`config.mk`:
```
export PLATFORM = sky130hd
export DESIGN_NAME = ag32gbd_ram_rd
export DESIGN_NICKNAME = d
export VERILOG_FILES = /design/src/rtl/ag32gbd_pkg.sv /design/src/rtl/ag32gbd_sync2.sv /design/src/rtl/ag32gbd_ram_rd.sv
export SDC_FILE = /design/constraint.sdc
export NUM_CORES = 1
export LEC_CHECK = 0
export ABC_AREA = 1
export CAP_MARGIN = 20
export CORE_MARGIN = 5
export CORE_UTILIZATION = 30
export CTS_BUF_LIST = sky130_fd_sc_hd__clkbuf_4 sky130_fd_sc_hd__clkbuf_8
export CTS_CLUSTER_SIZE = 30
export DETAILED_ROUTE_END_ITERATION = 7
export MAX_ROUTING_LAYER = met4
export SYNTH_ARGS = -nofsm -noshare
export SYNTH_HDL_FRONTEND = slang
export SYNTH_SLANG_ARGS = --single-unit
```
`constraint.sdc`:
```
create_clock -name sys_clock -period 1.9 [get_ports sys_clock]
set_clock_uncertainty 0.05 [all_clocks]
set_input_delay 0.38 -clock sys_clock [delete_from_list [all_inputs] [get_ports sys_clock]]
set_output_delay 0.38 -clock sys_clock [all_outputs]
set_load 0.01 [all_outputs]
```
`src/rtl/ag32gbd_pkg.sv`:
```
// Shared constants and types for the ag32gbd cartridge RAM window logic.
// Used by both the read responder and the write/dither path.
package ag32gbd_pkg;

   localparam logic [2:0] RAM_WIN_PREFIX = 3'b101;
   localparam logic [4:0] REG_BANK_ID    = 5'h10;
   localparam logic [7:0] TIMEOUT_BYTE   = 8'hFF;

   typedef enum logic [1:0] {
      ST_IDLE  = 2'd0,
      ST_WAIT  = 2'd1,
      ST_DRIVE = 2'd2,
      ST_DRAIN = 2'd3
   } rd_state_e;

   // Register space (bank 0x10 and up) lives elsewhere; only A000-BFFF photo banks hit here.
   function automatic logic is_ram_hit(input logic [2:0] addr_hi, input logic [4:0] bank);
      return (addr_hi == RAM_WIN_PREFIX) && ((bank & REG_BANK_ID) == 5'h00);
   endfunction

endpackage

```
`src/rtl/ag32gbd_sync2.sv`:
```
// Generic two-flop synchronizer for an asynchronous active-low strobe.
// Resets to 1 so an idle (high) strobe never produces a spurious edge.
module ag32gbd_sync2 (
   input  logic clk_i,
   input  logic rst_i,
   input  logic d_i,
   output logic q_o
);

   logic [1:0] sync_q;

   always_ff @(posedge clk_i) begin
      if (rst_i) begin
         sync_q <= 2'b11;
      end else begin
         sync_q <= {sync_q[0], d_i};
      end
   end

   assign q_o = sync_q[1];

endmodule

```
`src/rtl/ag32gbd_ram_rd.sv`:
```
// Read responder for the camera photo RAM window: detects a Game Boy read,
// fetches one byte over the req/ack memory port and holds it for Cart_d.
module ag32gbd_ram_rd
   import ag32gbd_pkg::*;
#(
   parameter int ADDR_W  = 17,
   parameter int TIMEOUT = 31
) (
   input  logic              sys_clock,
   input  logic              sys_reset,
   input  logic [15:0]       Cart_a,
   input  logic              Cart_nRD,
   input  logic              Cart_nCS,
   input  logic [4:0]        Ram_bank_id,
   input  logic              Cam_Busy,
   output logic              Mem_Req,
   output logic [ADDR_W-1:0] Mem_Addr,
   input  logic              Mem_Ack,
   input  logic [7:0]        Mem_RdData,
   output logic              Rd_OutputValid,
   output logic [7:0]        Rd_OutputData,
   output logic              Rd_Timeout
);

   localparam int TMR_W = $clog2(TIMEOUT + 1);
   localparam logic [TMR_W-1:0] TMR_MAX = TMR_W'(TIMEOUT);

   logic              ncs_sync_s, nrd_sync_s, hit_s;
   logic              ncs_prev_q;
   rd_state_e         state_q, state_d;
   logic              req_q, req_d;
   logic [ADDR_W-1:0] addr_q, addr_d;
   logic              valid_q, valid_d;
   logic [7:0]        data_q, data_d;
   logic              tmo_q, tmo_d;
   logic [TMR_W-1:0]  timer_q, timer_d;

   ag32gbd_sync2 u_sync_ncs (.clk_i(sys_clock), .rst_i(sys_reset), .d_i(Cart_nCS), .q_o(ncs_sync_s));
   ag32gbd_sync2 u_sync_nrd (.clk_i(sys_clock), .rst_i(sys_reset), .d_i(Cart_nRD), .q_o(nrd_sync_s));

   // Cart_a and the bank are already stable when nCS falls, so they are sampled raw here.
   assign hit_s = ncs_prev_q && !ncs_sync_s && !nrd_sync_s
                  && is_ram_hit(Cart_a[15:13], Ram_bank_id);

   always_comb begin
      state_d = state_q;
      req_d   = req_q;
      addr_d  = addr_q;
      valid_d = valid_q;
      data_d  = data_q;
      tmo_d   = 1'b0;
      timer_d = timer_q;
      case (state_q)
         ST_IDLE: begin
            if (hit_s && Cam_Busy) begin
               data_d  = 8'h00;
               valid_d = 1'b1;
               state_d = ST_DRIVE;
            end else if (hit_s) begin
               addr_d  = ADDR_W'({Ram_bank_id[3:0], Cart_a[12:0]});
               req_d   = 1'b1;
               timer_d = '0;
               state_d = ST_WAIT;
            end else begin
               state_d = ST_IDLE;
            end
         end
         ST_WAIT: begin
            // Ack wins over both cancel and timeout; a cancelled ack leaves Valid low.
            if (Mem_Ack) begin
               req_d = 1'b0;
               if (ncs_sync_s) begin
                  state_d = ST_IDLE;
               end else begin
                  data_d  = Mem_RdData;
                  valid_d = 1'b1;
                  state_d = ST_DRIVE;
               end
            end else if (ncs_sync_s) begin
               state_d = ST_DRAIN;
            end else if (timer_q == TMR_MAX) begin
               data_d  = TIMEOUT_BYTE;
               valid_d = 1'b1;
               tmo_d   = 1'b1;
               state_d = ST_DRAIN;
            end else begin
               timer_d = timer_q + TMR_W'(1);
            end
         end
         ST_DRIVE: begin
            if (ncs_sync_s) begin
               valid_d = 1'b0;
               data_d  = 8'h00;
               state_d = ST_IDLE;
            end else begin
               state_d = ST_DRIVE;
            end
         end
         ST_DRAIN: begin
            if (ncs_sync_s) begin
               valid_d = 1'b0;
               data_d  = 8'h00;
            end else begin
               valid_d = valid_q;
            end
            // The outstanding request must complete before the port can be reused.
            if (Mem_Ack) begin
               req_d   = 1'b0;
               state_d = ncs_sync_s ? ST_IDLE : ST_DRIVE;
            end else begin
               state_d = ST_DRAIN;
            end
         end
         default: begin
            state_d = ST_IDLE;
            req_d   = 1'b0;
            valid_d = 1'b0;
            data_d  = 8'h00;
         end
      endcase
   end

   always_ff @(posedge sys_clock) begin
      if (sys_reset) begin
         state_q    <= ST_IDLE;
         req_q      <= 1'b0;
         addr_q     <= '0;
         valid_q    <= 1'b0;
         data_q     <= 8'h00;
         tmo_q      <= 1'b0;
         timer_q    <= '0;
         ncs_prev_q <= 1'b1;
      end else begin
         state_q    <= state_d;
         req_q      <= req_d;
         addr_q     <= addr_d;
         valid_q    <= valid_d;
         data_q     <= data_d;
         tmo_q      <= tmo_d;
         timer_q    <= timer_d;
         ncs_prev_q <= ncs_sync_s;
      end
   end

   assign Mem_Req        = req_q;
   assign Mem_Addr       = addr_q;
   assign Rd_OutputValid = valid_q;
   assign Rd_OutputData  = data_q;
   assign Rd_Timeout     = tmo_q;

endmodule

```
* Word level (Yosys, flattened, before mapping)
Cells that the tools add are included.
** Storage, ports and cells
- Logic and storage cells :: 79
- Output and inout bits :: 28
- Input port bits :: 35
- Bits in registers :: 40
** Operators by class
- Mux-type cells :: 33
- Equality and inequality tests :: 15
- Bitwise logic cells :: 2
- Reductions and logical operators :: 18
- Add/sub/neg operators :: 1
** Operators with widths (number)
- $mux 8 :: 6
- $mux 5 :: 5
- $pmux 8 s3 :: 1
- $mux 2 :: 6
- $ne 2x2->1 const B :: 6
- $mux 1 :: 11
- $pmux 5 s2 :: 1
- $pmux 2 s4 :: 1
- $reduce_and 4->1 :: 2
- $reduce_and 6->1 :: 1
- $add 5x1->5 const B :: 1
- $eq 5x5->1 const B :: 1
- $logic_and 1x1->1 :: 5
- $logic_not 5->1 :: 1
- $eq 2x2->1 const B :: 2
- $ne 2x1->1 const B :: 2
- $ne 4x3->1 const B :: 1
- $reduce_bool 2->1 :: 2
- $reduce_or 2->1 :: 2
- $reduce_or 4->1 :: 1
- $eq 3x3->1 const B :: 1
- $ne 3x3->1 const B :: 1
- $pmux 1 s3 :: 1
- $reduce_and 3->1 :: 1
- other kinds (5) :: 7

* Logic depth before layout (Yosys ltp)
Gate-level depths: netlist (run 1).
- Depth in word-level cells :: 7
- Depth in mapped cells :: 10
- Mapped depth without buffers :: 10

* Modules after synthesis
From an unflattened synthesis (run 1), not the netlist that was laid out.
** Second synthesis, totals
- Cells, all modules :: 239
- Area total of the unflattened synthesis :: 1729.2 µm²
** Modules (own cells, without submodules)
- ag32gbd_ram_rd :: cells an instance 225, instances 1, area each 1611.5 µm²
- ag32gbd_sync2 :: cells an instance 7, instances 2, area each 58.8 µm²

* Worst setup path before layout (run 1)
Ideal clock, no wire load.
- Kind :: register to register
- Start :: reg timer_q[0]
- End :: reg data_q[0], in the netlist Rd_OutputData[0]
- Data required time :: 1.735 ns
- Slack :: 0.296 ns
- Cell stages (with the launch flop) :: 10
- Data arrival time :: 1.439 ns
- Clock period less this slack :: 1.604 ns
- Setup time :: 0.115 ns
- Path through :: dfxtp_1 -> ha_1 -> nand2_1 -> nor2_1 -> ha_1 -> o21ai_1 -> a21oi_4 -> buf_4 -> a21oi_1 -> nor2_1
** On the way
- Word-level cells in the longest chain between the ends :: 3
** Ends and longest elaborated chain
- from (decl) :: RTL line ag32gbd_ram_rd.sv:36 : logic [TMR_W-1:0] timer_q, timer_d;
- from (signal assigned) :: RTL line ag32gbd_ram_rd.sv:140 : timer_q <= timer_d;
- $eq 5x5->1 :: RTL line ag32gbd_ram_rd.sv:81 : end else if (timer_q == TMR_MAX) begin
- $ne 3x3->1 (no line)
- $reduce_and 4->1 (no line)
- to (signal assigned) :: RTL line ag32gbd_ram_rd.sv:138 : data_q <= data_d;
- to (decl) :: RTL line ag32gbd_ram_rd.sv:34 : logic [7:0] data_q, data_d;
No other way between the ends.
A chain may end at the register's enable or synchronous reset.

* Worst setup path in the final report (run 1)
- Start :: reg timer_q[0]
- End :: reg timer_q[0]
** On the way
- Word-level cells in the longest chain between the ends :: 5
- Elaborated cells on any way between the ends :: 8
- Those cells by class :: add/sub: 1; eq/ne: 2; mux: 4; reduce/logical: 1
** Ends and longest elaborated chain
- $add 5x1->5 :: RTL line ag32gbd_ram_rd.sv:87 : timer_d = timer_q + TMR_W'(1);
- $mux 5 :: RTL line ag32gbd_ram_rd.sv:81
- $mux 5 :: RTL line ag32gbd_ram_rd.sv:79 : end else if (ncs_sync_s) begin
- $mux 5 :: RTL line ag32gbd_ram_rd.sv:70 : if (Mem_Ack) begin
- $pmux 5 s2 :: RTL line ag32gbd_ram_rd.sv:53 : case (state_q)
Several ways; a longest one is shown, not always the timed one. The select of a mux whose other input is x is not followed.

==> flow_metrics.env, run 1 <==
export IMPL_period_share_pct=91.2
export IMPL_synth_xor_area_share_pct=0.505
export IMPL_grt_pass1_vias=1641
export IMPL_firstDrtPassIters=4
export IMPL_wl_per_cell_microns=12.6
export IMPL_drv_cap=0
export IMPL_post_route_util_pct=46.2
export IMPL_numCtsBuffers=5
export IMPL_synth_simple_area_share_pct=28.1
export IMPL_total_power_mw=1.66
export IMPL_status="complete, no violations"
export IMPL_hpwlAfterDp_mm=3.30
export IMPL_crit_path_start_kind="flip-flop"
export IMPL_hold_violations=0
export IMPL_cts_sinks=40
export IMPL_fmax_mhz=577
export IMPL_relSlewSlack_pct=78.0
export IMPL_stdcell_area_sq_um=2580
export IMPL_die_w_microns=86.0
export IMPL_cts_resized=0
export IMPL_drtAntennaViolNets=0
export IMPL_max_slew_worst_pin_slew_ns=0.329
export IMPL_muxShareOfSynthArea_pct=0
export IMPL_via_per_inst=4.65
export IMPL_antenna_cells=0
export IMPL_setup_violations_final=0
export IMPL_crit_path_end_kind="flip-flop"
export IMPL_fp_coreArea_sq_um=5570
export IMPL_synth_compound_area_share_pct=15.9
export IMPL_io_buffers=62
export IMPL_die_area_sq_um=7400
export IMPL_die_h_microns=86.0
export IMPL_grt_usage_pct=13.0
export IMPL_syn_area_per_cell_sq_um=7.99
export IMPL_seqCellArea_sq_um=801
export IMPL_crit_fanout=6
export IMPL_routabilityCongestion=0.762
export IMPL_n_fill_cell=570
export IMPL_vdd_drop_max_uv=361
export IMPL_seqPwrFrac_pct=50.9
export IMPL_critical_path_required_ns=2.03
export IMPL_std_cell_rows=27
export IMPL_grt_max_degree=21
export IMPL_synth_fa_ha_area_share_pct=1.44
export IMPL_p_sw_uw=351
export IMPL_finalWorstSetupSlack_ns=0.166
export IMPL_rsz0062_at_grt="no"
export IMPL_p_int_mw=1.31
export IMPL_timing_final_crit_period_ns=1.73
export IMPL_synthesis_area_sq_um=1730
export IMPL_clk_pin_slew_ns=0.08
export IMPL_vias=1666
export IMPL_post_cts_buffers=0
export IMPL_cts_buffer_depth=2
export IMPL_finalMaxSlewViolations=0
export IMPL_power_density_nw_per_um2=645
export IMPL_io_pins=63
export IMPL_nets=322
export IMPL_yosys_warnings=0
export IMPL_drt_iter0_drc=82
export IMPL_drc=0
export IMPL_cts_tree="yes"
export IMPL_clock_latency_ns=0.29
export IMPL_finalWirelength_mm=4.51
export IMPL_area_growth_pct=48.6
export IMPL_worstHoldPathType="flip-flop to flip-flop"
export IMPL_dp_slack_ns=0.0849
export IMPL_drive_gt1_share_pct=12.9
export IMPL_critical_path_class="flip-flop to flip-flop"
export IMPL_placed_cell_area_sq_um=2460
export IMPL_synth_cell_types=27
export IMPL_p_comb_share_pct=7.6
export IMPL_synth_top_family_by_area="simple AND/OR/NAND/NOR gates"
export IMPL_power_frac_clock_pct=41.5
export IMPL_cts_hold_buffers=0
export IMPL_synth_nets=254
export IMPL_synth_cells=217
export IMPL_overflow=0
export IMPL_setup_tns_ns=0
export IMPL_antenna_found_initial=0
export IMPL_swShare_pct=21.1
export IMPL_grt_pass1_wl_mm=7.42
export IMPL_synth_seq_area_share_pct=46.2
export IMPL_cts_root_buf="clkbuf_8"
export IMPL_yosys_register_bits=40
export IMPL_multiInputGateArea_sq_um=798
export IMPL_cts_max_level=2
export IMPL_start_util_pct=31.1
export IMPL_critPathArrivalTime_ns=1.87
export IMPL_leakage_nw=0.935
[logic make-up (layout without fill, tap and decap cells)]
family,after synthesis,in the layout
buffers and inverters,29,98
DFF,40,40
xor gates and xnor gates,1,1
adders and majority gates,2,2
and+or+nand+nor,93,93
AOI/OAI and AO/OA,52,52
[cells in the mapped netlist]
cell type | count | area, sq um
o21ai_1 | 3 | 15.0
nor2_1 | 22 | 82.6
nand4_1 | 15 | 93.8
nand3_4 | 1 | 17.5
inv_2 | 3 | 11.3
a22oi_1 | 2 | 15.0
nand2_1 | 27 | 101
a21oi_1 | 30 | 150
nor2_4 | 3 | 33.8
buf_4 | 2 | 15.0
ha_1 | 2 | 25.0
buf_6 | 2 | 22.5
nand3_2 | 3 | 30.0
nand3_1 | 12 | 60.1
inv_1 | 14 | 52.6
nand2_2 | 3 | 18.8
o21ai_0 | 16 | 80.1
nand2_4 | 1 | 11.3
a21oi_4 | 1 | 16.3
xor2_1 | 1 | 8.76
nor4_1 | 1 | 6.26
clkbuf_1 | 4 | 15.0
clkinv_1 | 1 | 3.75
dfxtp_1 | 40 | 801
nor3b_1 | 1 | 7.51
or2_2 | 4 | 25.0
buf_2 | 3 | 15.0
[flip-flops by register name (all words and copies together) (netlist names), 2 cells and up]
name	count
state_q	2
u_sync_nrd.sync_q	2
timer_q	5
Rd_OutputData	8
u_sync_ncs.sync_q	2
Mem_Addr	17
[critical path, stage by stage (launching register included)]
cell and delay (ns):
dfxtp_1 0.34, ha_1 0.21, nand2_1 0.08, nor2_1 0.05, ha_1 0.18, inv_1 0.08, nand4_1 0.23, nand2_2 0.21
inv_1 0.07, nor2_1 0.09, nor2_1 0.05
[through the flow]
step                      cells  hold WS, ns
after floorplan             217        0.339
after global placement      350        0.341
after detailed placement    350        0.348
after CTS                   358        0.367
after global routing        358        0.390
final                       358        0.367
[layer usage]
| metal | vias to the layer above | global-route usage (%) | share of wire (%) |
|---|---|---|---|
| met2 | 52 | 20.7 | 47 |
| met4 | 0 | 4.32 | 1.4 |
| li1 | 867 | - | - |
| met3 | 4 | 4.23 | 7.4 |
| met5 | - | - | 0 |
| met1 | 743 | 15.4 | 44 |
[final cells by class]
cell class                      count  area share (%)
Clock inverter                      3            1.65
Tap cell                           72            3.50
Clock buffer                        5            2.67
Timing Repair Buffer               72            27.5
Multi-Input combinational cell    148            31.0
Inverter                           18            2.62
Sequential cell                    40            31.1
[layout by cell type (no fill, tap or decap), types with 2 or more instances in the layout]
cell type	instances
nand4_1	15
inv_1	14
nor2_1	22
or2_2	4
nand3_1	12
ha_1	2
nand2_1	27
o21ai_1	3
nor2_4	3
inv_2	3
clkbuf_8	5
buf_4	9
a22oi_1	2
o21ai_0	16
dfxtp_1	40
nand3_2	3
a21oi_1	30
nand2_2	3
clkdlybuf4s50_1	62
[power by group through the flow]
| stage | registers [mW] | logic (mW) | clock network, mW |
|---|---|---|---|
| after floorplan | 0.864 | 0.0364 | 0 |
| after global placement | 0.864 | 0.128 | 0 |
| after detailed placement | 0.865 | 0.127 | 0 |
| after CTS | 0.845 | 0.128 | 0.718 |
| after global routing | 0.846 | 0.137 | 0.752 |
| final | 0.845 | 0.127 | 0.689 |
[final timing paths]
path                                     endpoint  slack [ns]  depth (start not counted)                       startpoint
hold / removal    u_sync_nrd.sync_q[1]$_SDFF_PP1_        0.37                          1  u_sync_nrd.sync_q[0]$_SDFF_PP1_
setup reg to reg          timer_q[0]$_SDFFE_PP0P_        0.17                         10          timer_q[0]$_SDFFE_PP0P_
hold reg to reg   u_sync_nrd.sync_q[1]$_SDFF_PP1_        0.37                          1  u_sync_nrd.sync_q[0]$_SDFF_PP1_
setup / recovery          timer_q[0]$_SDFFE_PP0P_        0.17                         10          timer_q[0]$_SDFFE_PP0P_
(Power assumes the default switching activity.)
==> run 2, diff against run 1 <==
Settings changed: CORE_MARGIN 5 to unset, REMOVE_ABC_BUFFERS set to 1, SYNTH_HIERARCHICAL set to 1.
==> flow_metrics.env, run 2 <==
export IMPL_power_density_nw_per_um2=666
export IMPL_wl_met3_microns=423
export IMPL_drt_met1_wl_mm=1.97
export IMPL_cts_hold_buffers=0
export IMPL_antenna_cells=0
export IMPL_yosysMostFrequentCell="nor2_1"
export IMPL_overflow=0
export IMPL_antenna_found_initial=0
export IMPL_die_w_microns=77.9
export IMPL_final_common_cell="nor2_1"
export IMPL_synth_top_area_share_pct=46.3
export IMPL_via_per_inst=4.34
export IMPL_highest_layer="met4"
export IMPL_synth_edf_count=0
export IMPL_total_power_mw=1.73
export IMPL_worstHoldPathType="flip-flop to flip-flop"
export IMPL_drv_cap=0
export IMPL_critPathArrivalTime_ns=1.88
export IMPL_drc=0
export IMPL_firstDrtPassIters=4
export IMPL_synth_top_area_cell="dfxtp_1"
export IMPL_critical_path_class="flip-flop to flip-flop"
export IMPL_grt_max_degree=21
export IMPL_start_util_pct=31.2
export IMPL_yosys_register_bits=40
export IMPL_nets=344
export IMPL_grt_usage_pct=15.7
export IMPL_synth_seq_area_share_pct=46.3
export IMPL_synth_cell_types=22
export IMPL_final_cell_mix="72 x nor2_1, 62 x clkdlybuf4s50_1, 39 x dfxtp_1"
export IMPL_wl_per_cell_microns=11.1
export IMPL_leakage_nw=1.18
export IMPL_hold_violations=0
export IMPL_routabilityCongestion=0.720
export IMPL_setup_tns_ns=0
export IMPL_period_share_pct=91.5
export IMPL_drtAntennaViolNets=0
export IMPL_grt_pass1_wl_mm=7.26
export IMPL_async_flop_share_pct=0
export IMPL_finalWirelength_mm=4.23
export IMPL_area_growth_pct=50.3
export IMPL_numCtsBuffers=5
export IMPL_std_cell_rows=27
export IMPL_finalMaxSlewViolations=0
export IMPL_fp_coreArea_sq_um=5540
export IMPL_grt_pass1_vias=1577
export IMPL_timing_final_crit_period_ns=1.74
export IMPL_status="complete, no violations"
export IMPL_largest_reg_flops=17
export IMPL_seqPwrFrac_pct=48.8
export IMPL_clk_pin_slew_ns=0.08
export IMPL_rsz0062_at_grt="no"
export IMPL_p_int_mw=1.38
export IMPL_synthTopCellsByCount="72 x nor2_1, 40 x dfxtp_1, 33 x nand2_1"
export IMPL_power_frac_clock_pct=44.3
export IMPL_crit_path_start_kind="flip-flop"
export IMPL_ys_flop_type="dfxtp_1"
export IMPL_p_sw_uw=349
export IMPL_n_fill_cell=571
export IMPL_hpwlAfterDp_mm=2.87
export IMPL_p_comb_share_pct=6.9
export IMPL_yosys_warnings=6
export IMPL_slowest_delay_ns=0.34
export IMPL_cts_sinks=40
export IMPL_swShare_pct=20.2
export IMPL_die_area_sq_um=6070
export IMPL_crit_top_cell="nor2_1"
export IMPL_vias=1650
export IMPL_cts_root_buf="clkbuf_8"
export IMPL_io_buffers=62
export IMPL_drt_iter0_drc=62
export IMPL_drive_gt1_share_pct=10.7
export IMPL_synthesis_area_sq_um=1730
export IMPL_synth_cells=239
export IMPL_cts_buffer_depth=2
export IMPL_clock_latency_ns=0.30
export IMPL_syn_area_per_cell_sq_um=7.23
export IMPL_vdd_drop_max_uv=304
export IMPL_crit_path_end_kind="flip-flop"
export IMPL_synthTopCellsByArea="dfxtp_1 46%, nor2_1 16%, nand2_1 7.2%, inv_1 5.0%, o21ai_0 4.3%"
export IMPL_setup_violations_final=0
export IMPL_cts_tree="yes"
export IMPL_cts_max_level=2
export IMPL_io_pins=63
export IMPL_wl_met2_mm=1.78
export IMPL_fmax_mhz=575
export IMPL_crit_fanout=7
export IMPL_slowest_stage="dfxtp_2"
export IMPL_path_cells="ha_1 -> nand2_1 -> nor2_1 -> ha_1 -> inv_1 -> nand2_1 -> nor2_8 -> nand2_2 -> nand2_4 -> inv_1 -> nor2_1 -> nor2_1"
export IMPL_max_slew_worst_pin_slew_ns=0.272
export IMPL_die_h_microns=77.9
export IMPL_critical_path_required_ns=2.05
export IMPL_relSlewSlack_pct=81.8
run 2: changes by cell type in the layout (fill, tap and decap cells not counted), sizes merged, moves of 5 or more:
cell | previous run | this run
inv | 17 | 27
o21ai | 19 | 25
nor2 | 25 | 75
nand4 | 15 | 0
nand3 | 16 | 11
nand2 | 31 | 41
a21oi | 31 | 7
run 2: cells by family (layout without fill, tap and decap cells):
kind of cell               after synthesis  in the layout  share of synthesized area [%]
and+or+nand+nor                        127            128                           32.9
DFF                                     40             40                           46.3
xor gates and xnor gates                 1              1                          0.507
buffers and inverters                   35            103                           8.68
adders and majority gates                2              2                           1.45
AOI/OAI and AO/OA                       34             34                           10.1
run 2: final cells by class:
cell class | count | area [sq um] | share of cell area (%)
repair buffers | 68 | 678 | 26.1
clock inverters | 1 | 30.0 | 1.16
multi-input cells | 165 | 801 | 30.8
well taps | 72 | 90.1 | 3.47
clock buffers | 7 | 96.3 | 3.71
inverters | 27 | 101 | 3.90
flip-flops and latches | 40 | 802 | 30.9
run 2: power by group through the flow:
| stage | Sequential (mW) | Clock (mW) | Combinational, mW |
|---|---|---|---|
| finish | 0.845 | 0.768 | 0.119 |
| global route | 0.846 | 0.830 | 0.133 |
| CTS | 0.845 | 0.787 | 0.119 |
| detailed placement | 0.865 | 0 | 0.119 |
| global placement | 0.865 | 0 | 0.118 |
| floorplan | 0.864 | 0 | 0.0294 |
run 2: final timing paths:
check                                                      from                         endpoint  slack (ns)  cells past startpoint
worst max-delay path                    timer_q[0]$_SDFFE_PP0P_          timer_q[3]$_SDFFE_PP0P_        0.16                     12
worst min-delay path            u_sync_nrd/sync_q[0]$_SDFF_PP1_  u_sync_nrd/sync_q[1]$_SDFF_PP1_        0.36                      2
worst max register to register          timer_q[0]$_SDFFE_PP0P_          timer_q[3]$_SDFFE_PP0P_        0.16                     12
worst min register to register  u_sync_nrd/sync_q[0]$_SDFF_PP1_  u_sync_nrd/sync_q[1]$_SDFF_PP1_        0.36                      2
run 2: repair_timing:
item	in CTS	in global routing
endpoints found under the setup margin	0	10
resized for setup	0	4
setup buffers	0	1
run 2: worst max-delay path: cells and delay by family, from the launching register on:
family	cells	cell delay, ns
fa+ha+maj	2	0.36
buf+inv	2	0.13
flops	1	0.34
simple gates	8	0.76
run 2: stage by stage:
| step | worst slack (ns) | area, sq um | hold WS [ns] | utilization [%] | std cells |
|---|---|---|---|---|---|
| CTS | 0.0796 | 2550 | 0.367 | 46.1 | 378 |
| finish | 0.161 | 2600 | 0.364 | 46.9 | 380 |
| detailed placement | 0.0366 | 2430 | 0.355 | 43.8 | 370 |
| global placement | 0.0478 | 2430 | 0.345 | 43.8 | 370 |
| floorplan | 0.263 | 1680 | 0.337 | - | 231 |
| global route | 0.0226 | 2600 | 0.396 | 46.9 | 380 |
run 2: layer usage:
layer	vias to the layer above	track usage, %
met2	57	23.9
li1	879	-
met1	709	18.5
met3	5	7.29
met5	-	-
met4	0	4.44
